--- config.mk ---
export PLATFORM = sky130hd
export DESIGN_NAME = sck_rate_detect
export DESIGN_NICKNAME = d
export VERILOG_FILES = /design/src/rtl/sck_det_pkg.sv /design/src/rtl/sck_sync_edge.sv /design/src/rtl/sck_rate_detect.sv
export SDC_FILE = /design/constraint.sdc
export NUM_CORES = 1
export LEC_CHECK = 0
export ABC_AREA = 1
export BUFFER_PORTS_ARGS = -buffer_cell sky130_fd_sc_hd__buf_4
export CAP_MARGIN = 20
export CORE_MARGIN = 2
export CORE_UTILIZATION = 42
export CTS_CLUSTER_SIZE = 14
export DETAILED_ROUTE_END_ITERATION = 8
export PLACE_DENSITY = 0.67
export SLEW_MARGIN = 10
export SYNTH_ARGS = -nofsm -noshare
export SYNTH_HDL_FRONTEND = slang
export SYNTH_SLANG_ARGS = --single-unit
--- constraint.sdc ---
create_clock -name clk_in -period 3 [get_ports clk_in]
set_input_delay 0.15 -clock clk_in [delete_from_list [all_inputs] [get_ports clk_in]]
set_output_delay 0.15 -clock clk_in [all_outputs]
set_load 0.01 [all_outputs]
--- src/rtl/sck_det_pkg.sv ---
// sck_det_pkg: shared definitions for the sck rate detector.
//   - sck_state_t : detector state encoding (IDLE is the all-zero reset value)
//   - DEF_*       : default parameter values for sck_rate_detect
//   - match_w()   : width of the consecutive-match counter for a given LOCK_CNT
package sck_det_pkg;

  typedef enum logic [1:0] {
    ST_IDLE    = 2'd0,
    ST_MEASURE = 2'd1,
    ST_ACQUIRE = 2'd2,
    ST_LOCKED  = 2'd3
  } sck_state_t;

  localparam int DEF_CNT_W    = 8;
  localparam int DEF_LOCK_CNT = 4;
  localparam int DEF_TOL      = 1;
  localparam int DEF_TIMEOUT  = 200;

  // Bits needed to count 0..lock_cnt consecutive in-tolerance periods.
  function automatic int match_w(input int lock_cnt);
    return $clog2(lock_cnt + 1);
  endfunction

endpackage

--- src/rtl/sck_sync_edge.sv ---
// sck_sync_edge: brings the asynchronous sck into the clk domain and emits a
// registered one-cycle pulse per rising edge.
//   clk_i  : system clock
//   rst_i  : asynchronous active-high reset
//   sck_i  : external serial clock, asynchronous to clk_i
//   rise_o : one-cycle pulse, 3 clk cycles after the sck rise (4 with the filter)
// Optional feature macro: SCK_DET_GLITCH_FILTER_EN inserts a 3-tap majority
// filter after the synchroniser, rejecting single-cycle pulses (+1 cycle latency).
module sck_sync_edge (
  input  logic clk_i,
  input  logic rst_i,
  input  logic sck_i,
  output logic rise_o
);

  logic s1_q, s2_q, s3_q, rise_q;
  logic filt_s, edge_s;

`ifdef SCK_DET_GLITCH_FILTER_EN
  logic h1_q, h2_q;

  // History of the synchronised level for the majority vote.
  always_ff @(posedge clk_i or posedge rst_i) begin
    if (rst_i) begin
      h1_q <= 1'b0;
      h2_q <= 1'b0;
    end else begin
      h1_q <= s2_q;
      h2_q <= h1_q;
    end
  end

  // Two of the last three samples must agree, so a lone 1-cycle pulse never passes.
  assign filt_s = (s2_q & h1_q) | (s2_q & h2_q) | (h1_q & h2_q);
`else
  assign filt_s = s2_q;
`endif

  assign edge_s = filt_s & ~s3_q;

  // Two-flop synchroniser, delayed copy for edge detection, registered pulse.
  always_ff @(posedge clk_i or posedge rst_i) begin
    if (rst_i) begin
      s1_q   <= 1'b0;
      s2_q   <= 1'b0;
      s3_q   <= 1'b0;
      rise_q <= 1'b0;
    end else begin
      s1_q   <= sck_i;
      s2_q   <= s1_q;
      s3_q   <= filt_s;
      rise_q <= edge_s;
    end
  end

  assign rise_o = rise_q;

endmodule

--- src/rtl/sck_rate_detect.sv ---
// sck_rate_detect: measures the period of an external sck in clk_in cycles,
// declares lock after LOCK_CNT consecutive consistent periods and flags loss
// of clock after TIMEOUT cycles without an edge.
//   clk_in   : system clock
//   reset    : asynchronous active-high reset
//   sck_in   : external clock, asynchronous to clk_in
//   sck_rise : one-cycle pulse per detected sck rising edge
//   period   : last locked period in clk_in cycles
//   locked   : period is valid and stable
//   lock_err : one-cycle pulse on an out-of-tolerance period while locked
//   lost     : one-cycle pulse on timeout in a non-idle state
// Optional feature macro: SCK_DET_GLITCH_FILTER_EN (see sck_sync_edge).
module sck_rate_detect
  import sck_det_pkg::*;
#(
  parameter int CNT_W    = DEF_CNT_W,
  parameter int LOCK_CNT = DEF_LOCK_CNT,
  parameter int TOL      = DEF_TOL,
  parameter int TIMEOUT  = DEF_TIMEOUT
) (
  input  logic             clk_in,
  input  logic             reset,
  input  logic             sck_in,
  output logic             sck_rise,
  output logic [CNT_W-1:0] period,
  output logic             locked,
  output logic             lock_err,
  output logic             lost
);

  localparam int MATCH_W = match_w(LOCK_CNT);
  localparam logic [CNT_W-1:0]   CNT_MAX    = {CNT_W{1'b1}};
  localparam logic [CNT_W-1:0]   TIMEOUT_M1 = CNT_W'(TIMEOUT - 1);
  localparam logic [CNT_W:0]     TOL_V      = (CNT_W+1)'(TOL);
  localparam logic [MATCH_W-1:0] LOCK_V     = MATCH_W'(LOCK_CNT);

  sck_state_t         state_q, state_d;
  logic [CNT_W-1:0]   cnt_q, cnt_d;
  logic [CNT_W-1:0]   ref_q, ref_d;
  logic [MATCH_W-1:0] match_q, match_d;
  logic [CNT_W-1:0]   period_q, period_d;
  logic               locked_q, locked_d;
  logic               lock_err_q, lock_err_d;
  logic               lost_q, lost_d;

  logic                    rise_s;
  logic                    timeout_s;
  logic                    in_tol_s;
  logic signed [CNT_W:0]   diff_s;
  logic        [CNT_W:0]   mag_s;
  logic [MATCH_W-1:0]      match_inc_s;

  sck_sync_edge u_sync (
    .clk_i  (clk_in),
    .rst_i  (reset),
    .sck_i  (sck_in),
    .rise_o (rise_s)
  );

  // Next-state logic: period counter, tolerance compare and detector FSM.
  always_comb begin
    cnt_d      = (cnt_q == CNT_MAX) ? cnt_q : cnt_q + CNT_W'(1);
    state_d    = state_q;
    ref_d      = ref_q;
    match_d    = match_q;
    period_d   = period_q;
    locked_d   = locked_q;
    lock_err_d = 1'b0;
    lost_d     = 1'b0;

    // One extra bit keeps the difference exact in both directions.
    diff_s      = $signed({1'b0, cnt_q}) - $signed({1'b0, ref_q});
    mag_s       = diff_s[CNT_W] ? $unsigned(-diff_s) : $unsigned(diff_s);
    // A saturated count means the true period is unknown, so it can never match.
    in_tol_s    = (cnt_q != CNT_MAX) && (mag_s <= TOL_V);
    match_inc_s = match_q + MATCH_W'(1);
    // cnt_q holds TIMEOUT-1 here, so the counter reaches TIMEOUT on this edge
    // and lost rises exactly TIMEOUT cycles after the last sck_rise.
    timeout_s   = (state_q != ST_IDLE) && !rise_s && (cnt_q == TIMEOUT_M1);

    if (rise_s) begin
      cnt_d = CNT_W'(1);
      case (state_q)
        ST_IDLE: begin
          state_d = ST_MEASURE;
        end
        ST_MEASURE: begin
          state_d = ST_ACQUIRE;
          ref_d   = cnt_q;
          match_d = {MATCH_W{1'b0}};
        end
        ST_ACQUIRE: begin
          if (in_tol_s) begin
            match_d = match_inc_s;
            if (match_inc_s == LOCK_V) begin
              state_d  = ST_LOCKED;
              period_d = ref_q;
              locked_d = 1'b1;
            end else begin
              state_d = ST_ACQUIRE;
            end
          end else begin
            ref_d   = cnt_q;
            match_d = {MATCH_W{1'b0}};
          end
        end
        ST_LOCKED: begin
          if (in_tol_s) begin
            state_d = ST_LOCKED;
          end else begin
            state_d    = ST_ACQUIRE;
            ref_d      = cnt_q;
            match_d    = {MATCH_W{1'b0}};
            locked_d   = 1'b0;
            lock_err_d = 1'b1;
          end
        end
        default: begin
          state_d = ST_IDLE;
        end
      endcase
    end else if (timeout_s) begin
      state_d  = ST_IDLE;
      locked_d = 1'b0;
      lost_d   = 1'b1;
    end else begin
      state_d = state_q;
    end
  end

  // State and output registers.
  always_ff @(posedge clk_in or posedge reset) begin
    if (reset) begin
      state_q    <= ST_IDLE;
      cnt_q      <= {CNT_W{1'b0}};
      ref_q      <= {CNT_W{1'b0}};
      match_q    <= {MATCH_W{1'b0}};
      period_q   <= {CNT_W{1'b0}};
      locked_q   <= 1'b0;
      lock_err_q <= 1'b0;
      lost_q     <= 1'b0;
    end else begin
      state_q    <= state_d;
      cnt_q      <= cnt_d;
      ref_q      <= ref_d;
      match_q    <= match_d;
      period_q   <= period_d;
      locked_q   <= locked_d;
      lock_err_q <= lock_err_d;
      lost_q     <= lost_d;
    end
  end

  assign sck_rise = rise_s;
  assign period   = period_q;
  assign locked   = locked_q;
  assign lock_err = lock_err_q;
  assign lost     = lost_q;

endmodule
==> results.toml <==
[timing]
clock.fmax_ghz = 0.356
final_max_slew_viol_count = 0
min_period_over_period = 0.938
hold_violations = 0
skew_ns = 0.00878
relSlewSlack = 0.672
setup_tns_ns = 0
hold_slack_ns = 0.353
tightest_slew_ns = 0.493
rsz0062_at_grt = "false"
finalSetupViolations = 0
fin_ws_ns = 0.187
period_needed_ns = 2.81

[place]
port_buffers = 14
placed_cell_area_sq_mm = 0.00255
placed_cells = 402
pre_cts_slack_ns = -0.0591
dpl.hpwl_microns = 3880
gp_congestion = 0.870

[worst_setup_path]
r2r_end = "state_q[0]"
worstPathArrival_ns = 3.04
path_cells = "inv_2, ha_2, inv_2, fa_2, inv_2, ha_2, inv_2, nor2_4, nand3_2, nand2_1, xor2_1, nand2_1, inv_2, nand3_2, buf_4, nand2_2, nand2_2, nand2_2, nand4_1, nand2_1"
r2r_slack_ns = 0.19
worstSetupPathType = "flip-flop to flip-flop"
crit_fanout = 5
crit_slowest_cell = "fa_2"
crit_top_cell = "inv_2"
r2r-start = "cnt_q[0]"
rr_worst_depth = 20
cp-end-kind = "flip-flop"
crit_required_ns = 3.23
cp_slowest_stage_delay_ns = 0.42
cp-start-kind = "flip-flop"

[synth]
yosysUniqueCellTypes = 31
synth_edf_count = 0
yosys_most_used_dff = "dfrtp_1"
syn-cell-area_sq_mm = 0.00236
ys_async_sr_fraction = 1.00
synthCells = 316
syn_avg_cell_area_sq_um = 7.46
synth_seq_cells = 36
synth_seq_area_share = 0.382
ys.warnings.count = 0
syn-num-nets = 332

[layout]
seqCellArea_sq_um = 901
area_growth_syn_to_layout_pct = 16.4
fillCellCount = 542
multi_input_comb_area_sq_mm = 0.00127
postLayoutCoreUtil = 0.502
fin_cells = 415
mostFrequentLayoutCells = "nand2_1, inv_1, dfrtp_1, nand3_1, buf_4"
stdcell_area_sq_mm = 0.00275
antenna_cells = 0
drive_gt1_frac = 0.222
layout_commonest_cell = "nand2_1"
layout.nets = 358

[power]
power_mw = 3.14
max-vdd-ir-drop_v = 0.000658
p_per_area_mw_per_mm2 = 1140
power.leakage_nw = 1.42

[clock_tree]
clock_sinks = 36
cts_root_buf = "clkbuf_8"
clk_pin_slew_ns = 0.07
htree_levels = 2
cts_buffers = 5
cts_buffer_depth = 2
cts_tree = "done"
clk_latency_ns = 0.29

[routing]
wl_per_cell_microns = 12.3
drc = 0
wirelength_microns = 5100
drt_first_pass_iters = 4
vias = 2075
ant_nets = 0
drt_iter0_markers = 77
routed_via_density = 5.00

[global_routing]
grt.total_usage = 0.179
grt_pass1_wl_microns = 8900
grt_max_degree = 37
grt_overflow = 0
grt_pass1_vias = 1989
antenna_found_initial = 0

[status]
status = "finished, final reports clean"

[worst_hold_path]
min_path_cells = 0
whs_endpoint = "u_sync.filt_s"
hold_path_startpoint = "u_sync.s1_q"
hp-class = "flip-flop to flip-flop"

[floorplanning]
coreArea_sq_mm = 0.00547
fp.dieH_microns = 78.9
top_level_ports = 15
start_util = 0.431
rows = 27
fp.dieW_microns = 78.9
die_area_sq_mm = 0.00623

[job]
cap_violations = 0
[power breakdown]
group	internal, mW	switching, mW	total (mW)
Sequential	0.548	0.0684	0.617
Clock	0.187	0.164	0.351
Combinational	0.794	1.38	2.18
[registers in the layout (all words and copies together) (netlist names)]
name	cells
ref_q	8
u_sync.rise_o	1
u_sync.s1_q	1
locked	1
period	8
state_q	2
u_sync.filt_s	1
match_q	3
u_sync.s3_q	1
lock_err	1
cnt_q	8
lost	1
[metal layers]
metal / up-vias / track usage / share of wire
li1: 1059 / - / -
met1: 957 / 0.243 / 0.48
met2: 48 / 0.285 / 0.46
met5: - / 0 / 0
met4: 0 / 0.0690 / 0.019
met3: 11 / 0.0330 / 0.037
[worst max-delay path by stage]
| stage | start | to | slack [ns] | cells after the start |
|---|---|---|---|---|
| after floorplan | cnt_q[0] | period[0] | 0.32 | 20 |
| after global placement | cnt_q[0] | period[0] | -0.03 | 19 |
| after detailed placement | cnt_q[0] | period[6] | -0.06 | 19 |
| after CTS | cnt_q[0] | state_q[0] | 0.01 | 21 |
| after global routing | cnt_q[0] | state_q[0] | 0.009 | 21 |
| final | cnt_q[0] | state_q[0] | 0.19 | 20 |
[area by class of cell]
| type | count | area share |
|---|---|---|
| multi-input combinational | 222 | 0.463 |
| timing repair buffer | 23 | 0.0692 |
| tap | 72 | 0.0328 |
| inverter | 54 | 0.0743 |
| sequential | 36 | 0.328 |
| clock buffer | 8 | 0.0328 |
[kinds of logic (layout without fill, tap and decap cells)]
group / Yosys count / in the layout / share of synthesized area
compound gates: 38 / 38 / 0.0955
fa+ha+maj: 13 / 13 / 0.0721
xor+xnor: 5 / 5 / 0.0186
simple gates: 166 / 166 / 0.329
flops: 36 / 36 / 0.382
buf+inv: 58 / 85 / 0.102
[critical path, delay by kind of cell (launching register included)]
family | cells | cell delay [ns]
and+or+nand+nor | 10 | 0.92
adders and majority gates | 3 | 0.77
buffers and inverters | 6 | 0.48
DFF | 1 | 0.39
xor gates and xnor gates | 1 | 0.17
[synth_stat cells (2+ instances only)]
cell type / instances / area, sq um
xor2_1: 3 / 26.3
nand2_1: 86 / 323
a21oi_1: 6 / 30.0
nand3_1: 30 / 150
nand2_2: 8 / 50.1
o21ai_0: 12 / 60.1
nand4_1: 5 / 31.3
nand3_2: 3 / 30.0
o21ai_2: 8 / 70.1
xnor2_1: 2 / 17.5
inv_1: 46 / 173
nor2_1: 19 / 71.3
nor3_1: 4 / 20.0
inv_2: 5 / 18.8
dfrtp_1: 36 / 901
nor2_2: 3 / 18.8
nor4_1: 2 / 12.5
a31oi_1: 2 / 12.5
clkinv_1: 2 / 7.51
o21ai_1: 9 / 45.0
nor2_4: 2 / 22.5
ha_1: 12 / 150
buf_6: 3 / 33.8
[timing repair]
action / in CTS / in global routing
hold buffers: 2 / 0
pin swaps: 0 / 6
buffers inserted: 1 / 2
hold endpoints to repair: 37 / 0
setup endpoints to repair: 9 / 22
resized for setup: 1 / 18
Power figures use the tool's default switching activity.
